[src/rtl/alu_pkg.sv]
// Shared types and constants for the ALU / multiply-accumulate execute unit.
package alu_pkg;

  typedef enum logic [3:0] {
    OP_ADD    = 4'b0000,
    OP_SUB    = 4'b0001,
    OP_AND    = 4'b0010,
    OP_OR     = 4'b0011,
    OP_MAC    = 4'b0100,
    OP_SLT    = 4'b0101,
    OP_MUL    = 4'b0110,
    OP_CLRACC = 4'b0111
  } alu_op_e;

  typedef enum logic [1:0] {
    ST_IDLE = 2'b00,
    ST_BUSY = 2'b01,
    ST_DONE = 2'b10
  } alu_state_e;

  localparam int unsigned ILLEGAL_RESULT = 32'd0;

endpackage

[src/rtl/seq_multiplier.sv]
// Iterative radix-2 shift-add multiplier returning the low WIDTH product bits.
// last_o flags the final step; product_o then carries the completed product.
module seq_multiplier #(
  parameter int WIDTH = 32
) (
  input  logic             clk,
  input  logic             rst_n,
  input  logic             start_i,
  input  logic [WIDTH-1:0] a_i,
  input  logic [WIDTH-1:0] b_i,
  output logic             last_o,
  output logic [WIDTH-1:0] product_o
);

  localparam int CW = $clog2(WIDTH + 1);

  logic [WIDTH-1:0] mcand_q;
  logic [WIDTH-1:0] mplier_q;
  logic [WIDTH-1:0] prod_q;
  logic [CW-1:0]    count_q;
  logic [WIDTH-1:0] prod_d;

  assign prod_d    = prod_q + (mplier_q[0] ? mcand_q : {WIDTH{1'b0}});
  assign last_o    = (count_q == CW'(1));
  assign product_o = prod_d;

  // A non-zero count means a multiplication is in flight.
  always_ff @(posedge clk or negedge rst_n) begin
    if (!rst_n) begin
      mcand_q  <= '0;
      mplier_q <= '0;
      prod_q   <= '0;
      count_q  <= '0;
    end else if (start_i) begin
      mcand_q  <= a_i;
      mplier_q <= b_i;
      prod_q   <= '0;
      count_q  <= CW'(WIDTH);
    end else if (count_q != '0) begin
      prod_q   <= prod_d;
      mcand_q  <= mcand_q << 1;
      mplier_q <= mplier_q >> 1;
      count_q  <= count_q - CW'(1);
    end
  end

endmodule

[src/rtl/alu_mac_unit.sv]
// Multi-cycle ALU execute unit with a persistent accumulator and valid/ready
// handshakes on both sides; MUL/MAC run through the sequential multiplier.
module alu_mac_unit
  import alu_pkg::*;
#(
  parameter int WIDTH = 32
) (
  input  logic             clk,
  input  logic             rst_n,
  input  logic             in_valid,
  output logic             in_ready,
  input  logic [3:0]       op,
  input  logic [WIDTH-1:0] a,
  input  logic [WIDTH-1:0] b,
  output logic             out_valid,
  input  logic             out_ready,
  output logic [WIDTH-1:0] result,
  output logic             carry,
  output logic             overflow,
  output logic             zero,
  output logic             negative,
  output logic [WIDTH-1:0] acc
);

  // Returns {overflow, carry, sum} of x + y + cin.
  function automatic logic [WIDTH+1:0] add_cv(input logic [WIDTH-1:0] x,
                                              input logic [WIDTH-1:0] y,
                                              input logic             cin);
    logic [WIDTH:0] s;
    s = {1'b0, x} + {1'b0, y} + {{WIDTH{1'b0}}, cin};
    return {(x[WIDTH-1] == y[WIDTH-1]) && (s[WIDTH-1] != x[WIDTH-1]),
            s[WIDTH], s[WIDTH-1:0]};
  endfunction

  alu_state_e       state_q;
  logic [WIDTH-1:0] result_q;
  logic [WIDTH-1:0] acc_q;
  logic             carry_q, overflow_q, zero_q, negative_q;
  logic             is_mac_q;

  logic [WIDTH-1:0] res_d;
  logic             carry_d, ovf_d;
  logic [WIDTH+1:0] sum_s, diff_s, mac_s;
  logic [WIDTH-1:0] product_s;
  logic             mul_last_s, is_mul_op_s, mul_start_s;

  assign is_mul_op_s = (op == OP_MUL) || (op == OP_MAC);
  assign mul_start_s = (state_q == ST_IDLE) && in_valid && is_mul_op_s;

  seq_multiplier #(.WIDTH(WIDTH)) u_mul (
    .clk      (clk),
    .rst_n    (rst_n),
    .start_i  (mul_start_s),
    .a_i      (a),
    .b_i      (b),
    .last_o   (mul_last_s),
    .product_o(product_s)
  );

  assign sum_s  = add_cv(a, b, 1'b0);
  assign diff_s = add_cv(a, ~b, 1'b1);
  assign mac_s  = add_cv(acc_q, product_s, 1'b0);

  // Next result/flags: multiplier path while busy, otherwise the single-cycle op.
  always_comb begin
    res_d   = WIDTH'(ILLEGAL_RESULT);
    carry_d = 1'b0;
    ovf_d   = 1'b0;
    if (state_q == ST_BUSY) begin
      if (is_mac_q) begin
        {ovf_d, carry_d, res_d} = mac_s;
      end else begin
        res_d = product_s;
      end
    end else begin
      case (op)
        OP_ADD:    {ovf_d, carry_d, res_d} = sum_s;
        OP_SUB:    {ovf_d, carry_d, res_d} = diff_s;
        OP_AND:    res_d = a & b;
        OP_OR:     res_d = a | b;
        OP_SLT:    res_d = {{(WIDTH-1){1'b0}}, diff_s[WIDTH-1] ^ diff_s[WIDTH+1]};
        OP_CLRACC: res_d = acc_q;
        default:   res_d = WIDTH'(ILLEGAL_RESULT);
      endcase
    end
  end

  // Control FSM; result, flags and accumulator only move when entering DONE.
  always_ff @(posedge clk or negedge rst_n) begin
    if (!rst_n) begin
      state_q    <= ST_IDLE;
      result_q   <= '0;
      acc_q      <= '0;
      carry_q    <= 1'b0;
      overflow_q <= 1'b0;
      zero_q     <= 1'b0;
      negative_q <= 1'b0;
      is_mac_q   <= 1'b0;
    end else begin
      case (state_q)
        ST_IDLE: begin
          if (in_valid) begin
            if (is_mul_op_s) begin
              is_mac_q <= (op == OP_MAC);
              state_q  <= ST_BUSY;
            end else begin
              result_q   <= res_d;
              carry_q    <= carry_d;
              overflow_q <= ovf_d;
              zero_q     <= ~|res_d;
              negative_q <= res_d[WIDTH-1];
              if (op == OP_CLRACC) acc_q <= '0;
              state_q    <= ST_DONE;
            end
          end
        end
        ST_BUSY: begin
          if (mul_last_s) begin
            result_q   <= res_d;
            carry_q    <= carry_d;
            overflow_q <= ovf_d;
            zero_q     <= ~|res_d;
            negative_q <= res_d[WIDTH-1];
            if (is_mac_q) acc_q <= res_d;
            state_q    <= ST_DONE;
          end
        end
        ST_DONE: begin
          if (out_ready) state_q <= ST_IDLE;
        end
        default: state_q <= ST_IDLE;
      endcase
    end
  end

  assign in_ready  = (state_q == ST_IDLE);
  assign out_valid = (state_q == ST_DONE);
  assign result    = result_q;
  assign carry     = carry_q;
  assign overflow  = overflow_q;
  assign zero      = zero_q;
  assign negative  = negative_q;
  assign acc       = acc_q;

endmodule

[config.mk]
export PLATFORM = sky130hd
export DESIGN_NAME = alu_mac_unit
export DESIGN_NICKNAME = d
export VERILOG_FILES = /design/src/rtl/alu_pkg.sv /design/src/rtl/seq_multiplier.sv /design/src/rtl/alu_mac_unit.sv
export SDC_FILE = /design/constraint.sdc
export NUM_CORES = 1
export LEC_CHECK = 0
export CORE_MARGIN = 2
export CORE_UTILIZATION = 30
export DETAILED_ROUTE_END_ITERATION = 16
export GPL_TIMING_DRIVEN = 0
export PLACE_DENSITY = 0.5
export SETUP_SLACK_MARGIN = 0.02
export SYNTH_ARGS = -nofsm -noshare
export SYNTH_HDL_FRONTEND = slang
export SYNTH_HIERARCHICAL = 1
export SYNTH_SLANG_ARGS = --single-unit
export TNS_END_PERCENT = 1
[constraint.sdc]
create_clock -name clk -period 6.1 [get_ports clk]
set_input_delay 0.61 -clock clk [delete_from_list [all_inputs] [get_ports clk]]
set_output_delay 0.61 -clock clk [all_outputs]
set_load 0.05 [all_outputs]
==> results.tsv <==
metric	value	unit
run status	finished with violations	
failing checks	max-capacitance violations, max-slew violations	
Worst path top cell family by delay	compound AO/OA/AOI/OAI gates	
Sw Share	50.9	%
WP data arrival	6300	ps
internal power	3.96	mW
Fillers	6135	
Synth async-reset ratio	100	%
endpoints failing hold	0	
Antenna diodes	0	
share of cells above drive strength 1	8.81	%
# setup viols final	0	
CP peak stage delay	570	ps
Initial Util	30.3	%
DRT Pass-1 Iters	6	
post-synthesis to final-layout area growth	20.2	%
fmax	0.170	GHz
Max FO, Critical Path	10	
Final Max Tran Viols	1	
final WL	77200	um
pwr dens	386	nW/um2
Rel. slew slack	-1.23	%
TritonCTS Buffers	17	
largest cells by area after synthesis	dfrtp_1 (25%), ha_1 (13%), nand2_1 (5.6%)	
Synth Warn #	6	
vias in the first global route	17600	
Worst Hold Class	in2async	
first-pass GRT wire length	114000	um
syn_area_per_cell	7.95	um2
Final WS setup	220	ps
DIE AREA	59900	um2
clk_skew	13.2	ps
Mapped Cells	2186	
CP most frequent cell	a21o_1	
Max VDD drop	0.000249	V
Net Sw Power	4.11	mW
synth unique cells	108	
CP endpoint kind	flop	
Rows	88	
CTS tree	yes	
Die Wd	245	um
RePlAce Congestion	0.941	
dpl cells	3093	
maxcap violations	1	
# nets final	2610	
Port Buffer Count	141	
Post-synth EDFFs	0	
sequential area share after synthesis	24.8	%
Worst-path clk slew	70	ps
Tightest Pin Transition	1480	ps
worst slack, placed	-1180	ps
Worst R2R End	zero	
Synth Flop Type	dfrtp_1	
Multi-input gate area	12500	um2
Max clock buf depth	2	
R2R depth	23	
TritonCTS Sinks	172	
via-per-instance ratio	5.72	
CP startpoint kind	flop	
clock latency on the worst-skew pair	520	ps
DRC	0	
CP Cell Sequence	buf_4 > and2_1 > ha_1 > fa_2 > a21o_1 > nand4_1 > a21boi_2 > a311o_2 > a21o_2 > a21oi_4 > xnor2_2 > ha_1 > nand2_1 > a21boi_1 > o32a_1 > a21oi_2 > xnor2_1 > a21o_1 > a21o_1 > or4_4 > nor4_4 > nand4_1 > o32ai_2	
Ports	142	
highest-delay cell along the critical path	or4_4	
routed len/inst	24.6	um
CTS root buffer	clkbuf_16	
share of the synthesized area in the top cell type	24.8	%
Finished Layout Cells	3136	
antenna-violating nets left	0	
crit path buf inv count	1	
DP Wirelength	62400	um
Clk network pwr share	14.1	%
required time of the worst setup path	6520	ps
core area	57500	um2
RR Startpoint	u_mul/mplier_q[0]	
initial antenna violation count	1	
Pwr Total	8.06	mW
Leakage	8.86	nW
Synth Register Bits	172	
Synthesized Nets	2438	
sequential share of power	23.5	%
GR Overflow Total	0	
largest net degree at the start of global routing	102	
drt initial violations	1510	
flop-to-flop setup slack	220	ps
die height	245	um
# H-tree levels	4	
Mapped Area	17400	um2
Combinational Power Share	62.4	%
Storage cell area	4310	um2
Period minus WS final	5880	ps
final cycle utilization of the critical path	96.4	%
critical path type	reg2reg	
RSZ-0062 raised after global routing	no	
total track usage	25.7	%
via count	17900	
post-synth top area cell	dfrtp_1	
-- worst max path at each step --
| stage | slack, ps | cells past startpoint | startpoint | to |
|---|---|---|---|---|
| after floorplan | 680 | 24 | u_mul/mplier_q[0] | zero |
| after global placement | -3510 | 1 | rst_n | u_mul/mplier_q[8] |
| final | 220 | 23 | u_mul/mplier_q[0] | zero |
| after detailed placement | -1180 | 24 | u_mul/mplier_q[0] | zero |
| after CTS | 40 | 22 | u_mul/mplier_q[0] | zero |
| after global routing | 10 | 25 | u_mul/mplier_q[0] | zero |
-- per-layer routing --
metal / wire, um / track usage (%) / vias up
met5: 0 / 0 / -
met2: 34800 / 40.7 / 631
met1: 34300 / 34.0 / 8896
met4: 3350 / 11.2 / 0
li1: - / - / 8276
met3: 4700 / 4.72 / 133
-- worst register-to-register path: cells and delay by family, from the launching register on --
| family | cells | cell delay [ps] |
|---|---|---|
| xor gates and xnor gates | 2 | 270 |
| adders and majority gates | 3 | 950 |
| AOI/OAI and AO/OA | 11 | 2470 |
| buffers and inverters | 1 | 180 |
| DFF | 1 | 430 |
| and+or+nand+nor | 6 | 1480 |
-- cells in the mapped netlist, types with 6 or more instances --
master and number:
nand4_1 27, o21ai_0 161, a41oi_1 6, a2111oi_0 6
o21bai_1 16, a211oi_1 23, ha_1 176, dfrtp_1 172
a31oi_1 29, or2_2 10, nand3_1 47, xor2_1 25
buf_6 6, mux2_2 23, a22oi_1 18, nand2_1 259
nor2_1 159, buf_2 21, buf_4 9, a21o_1 41
o21a_1 20, nand2b_1 15, or4_1 8, and3_1 14
mux2i_1 80, o2111ai_1 6, a21oi_1 170, nor2b_1 21
a22o_1 7, o311ai_0 8, a211o_1 18, nor4_1 18
o22ai_1 11, xnor2_1 46, o31ai_1 23, and2_1 41
a221oi_1 21, or3_1 20, clkbuf_1 88, nor3_1 43
o31a_1 9, inv_1 121, o211ai_1 22
-- registers in the layout, summed over array words and instances (netlist names) --
| signal | count |
|---|---|
| acc | 32 |
| u_mul/mcand_q | 32 |
| u_mul/mplier_q | 32 |
| u_mul/prod_q | 32 |
| result | 31 |
| u_mul/count_q | 6 |
| state_q | 2 |
| carry | 1 |
| is_mac_q | 1 |
| negative | 1 |
| overflow | 1 |
| zero | 1 |
-- layout make-up --
cell class | instances | share of cell area, %
multi-input combinational | 1762 | 59.7
sequential | 172 | 20.6
timing repair buffer | 155 | 7.44
tap | 765 | 4.58
buffer | 128 | 2.84
inverter | 122 | 2.19
clock buffer | 20 | 2.14
clock inverter | 12 | 0.539
-- stage by stage --
| stage | TNS [ps] | util, % | area, um2 | hold slack, ps |
|---|---|---|---|---|
| 2_1_floorplan | 0 | - | 17400 | 314 |
| 3_3_place_gp | -602320 | 34.4 | 19800 | 492 |
| 3_5_place_dp | -2870 | 34.4 | 19800 | 497 |
| 4_1_cts | 0 | 35.9 | 20600 | 70.1 |
| 5_1_grt | 0 | 36.4 | 20900 | 89.0 |
| 6_report | 0 | 36.4 | 20900 | 42.0 |
-- cells in the final DEF (no fill, tap or decap), types with 41 or more instances in the layout --
cell type        Yosys  final
a21oi_1            170    161
nand3_1             47     47
inv_1              121    121
dfrtp_1            172    171
ha_1               176    172
clkdlybuf4s50_1      0    140
clkbuf_1            88     86
nand2_1            259    259
and2_1              41     41
mux2i_1             80     80
nor3_1              43     41
nor2_1             159    158
o21ai_0            161    157
a21o_1              41     41
-- cell families (layout without fill, tap and decap cells) --
family,count (synthesis),count (layout),share of synthesized area [%]
compound gates,692,692,26.7
xor+xnor,71,71,3.58
fa+ha+maj,180,180,13.1
buf+inv,252,437,6.06
flops,172,172,24.8
mux,104,104,6.22
simple gates,715,715,19.6
-- repair_timing --
action | CTS | global route
endpoints found under the setup margin | 8 | 3
resized for setup | 39 | 43
hold buffers | 0 | 0
pin swaps | 10 | 20
setup buffers | 7 | 6
-- power by group through the flow --
stage	logic (mW)	clock network [mW]	registers (mW)
floorplan	2.76	0	2.22
detailed placement	4.59	0	1.91
CTS	4.77	1.17	1.89
finish	5.03	1.14	1.89
global placement	4.53	0	1.91
global route	5.41	1.21	1.95
(Power assumes the default switching activity.)
==> variant (same settings) <==
Re-encode `alu_state_e` (3 states) as one-hot, 3 bits wide.
--- a/src/rtl/alu_pkg.sv
+++ b/src/rtl/alu_pkg.sv
@@ -13,8 +13,8 @@
   } alu_op_e;
 
-  typedef enum logic [1:0] {
-    ST_IDLE = 2'b00,
-    ST_BUSY = 2'b01,
-    ST_DONE = 2'b10
+  typedef enum logic [2:0] {
+    ST_IDLE = 3'b001,
+    ST_BUSY = 3'b010,
+    ST_DONE = 3'b100
   } alu_state_e;
 
Formal check against the unedited RTL: no difference found for any inputs over 4 cycles, from zero or initial values and one cycle with rst_n low; so few cycles prove little.
==> variant against the original RTL <==
Setup slack lost 0.0062 ns. Area after synthesis grew 1.9%. Largest cell class unchanged. Largest power group unchanged. Utilization shrank 0.52 points. Sequential cell count grew 1. Power shrank 1.6%. Final area grew 0.65%. Synthesized cell count grew 3.0%. Clock power grew 4%. Via count grew 3.7%. Routed wire length grew 10%. Fmax shrank 0.11%. First-iteration DRC count grew 33%.
==> variant: results (changes against the original RTL) <==
Cells and area
  • Fill count: 6216 (+1.3%)
  • Layout non-clock buf frac: 9.78% (-0.49 points)
  • Sequential share of cell area: 20.6% (about the same)
  • Area Overhead vs Synth: 18.7%
  • Multi-input combinational area share: 60.0% (+0.28 points)
  • Clock tree cell share of total cell area: 2.77% (+0.090 points)
  • Number of non-clock buffers: 273 (-3.5%)
  • Clk_buf instances: 21 (+5.0%)
  • Comb_multi_in: 1827 (+3.7%)
  • Fin nets: 2673 (+2.4%)

Worst setup path
  • Crit-path slowest cell: or4b_1
  • Critical Path AT: 6.29 ns (about the same)

GRT
  • First-pass GRT wire length: 121000 µm (+6.7%)
  • Met2 GRT Util: 41.8% (+1.1 points)
  • Total GRT Usage: 27.6% (+2.0 points)
  • Met1 Usage GRT: 39.0% (+5.1 points)
  • Largest net degree at the start of global routing: 95 (-6.9%)

Clocking
  • Post-cts gate resize count: 29 (-26%)
  • Postcts setup bufs: 2 (-5)
  • Clk_lat worst skew: 0.50 ns (-0.02 ns)

Power
  • Switching pwr: 4.10 mW (about the same)
  • Int Pwr: 3.84 mW (-3.1%)
  • Pleak: 9.07 nW (+2.3%)
  • Logic power comb: 4.87 mW (-3%)
  • Maximum vdd drop: 246 µV (-1.0%)

Routing
  • WL/cell: 26.6 µm (+7.9%)
  • Final Routed Wirelength: 85100 µm (+10%)
  • Vias per cell: 5.80 (+1.5%)
  • Initial drt markers: 2001 (+33%)

Synth
  • Synth cell types: 113 (+4.6%)
  • Seq/Total Area, Yosys: 24.4% (-0.31 points)
  • Commonest cells in the netlist: nand2_1 (260), nor2_1 (207), ha_1 (176)
  • Syn Inst Count: 2252 (+3.0%)
  • Syn_nets: 2504 (+2.7%)

Timing
  • Rel. slew slack: 10.5% (+12 points)
  • Clk_skew: 0.0186 ns (+0.00541 ns)
  • Fin. max-slew vios: 0 (-1)
  • Hold_ws: 0.172 ns (+0.130 ns)

Place
  • Post-placement cell count: 3167 (+2.4%)
  • Placed cell areas: 20100 µm² (+1.7%)
  • GPL Wtd Cong: 0.954 (+1.4%)
  • Place WS: -0.537 ns (+0.638 ns)
  • Post-DP HPWL: 69000 µm (+11%)

Status
  • Status: finished, final reports clean
[variant: changes by cell type after synthesis, moves of 6 or more]
cell | unedited run | this run
nor2_1 | 159 | 207
buf_2 | 21 | 34
clkbuf_1 | 88 | 75
a21oi_1 | 170 | 158
mux2_2 | 23 | 13
a211o_1 | 18 | 10
and3_1 | 14 | 22
o21ai_0 | 161 | 169
inv_1 | 121 | 128
o211ai_1 | 22 | 29
a211oi_1 | 23 | 29
a22oi_1 | 18 | 24
[variant: layer usage]
layer	vias to the layer above	wire, µm	part of all wire (%)
met5	-	14	0.016
met2	827	37000	44
met4	2	3180	3.7
met3	118	6300	7.4
li1	8484	-	-
met1	9169	38600	45
[variant: kinds of logic after synthesis]
kind of cell    count (synthesis)  share of synthesized area [%]
flops                         173                           24.4
xor+xnor                       71                           3.55
mux                            95                           5.46
fa+ha+maj                     180                           12.9
buf+inv                       252                           5.84
simple gates                  782                           21.2
compound gates                699                           26.6
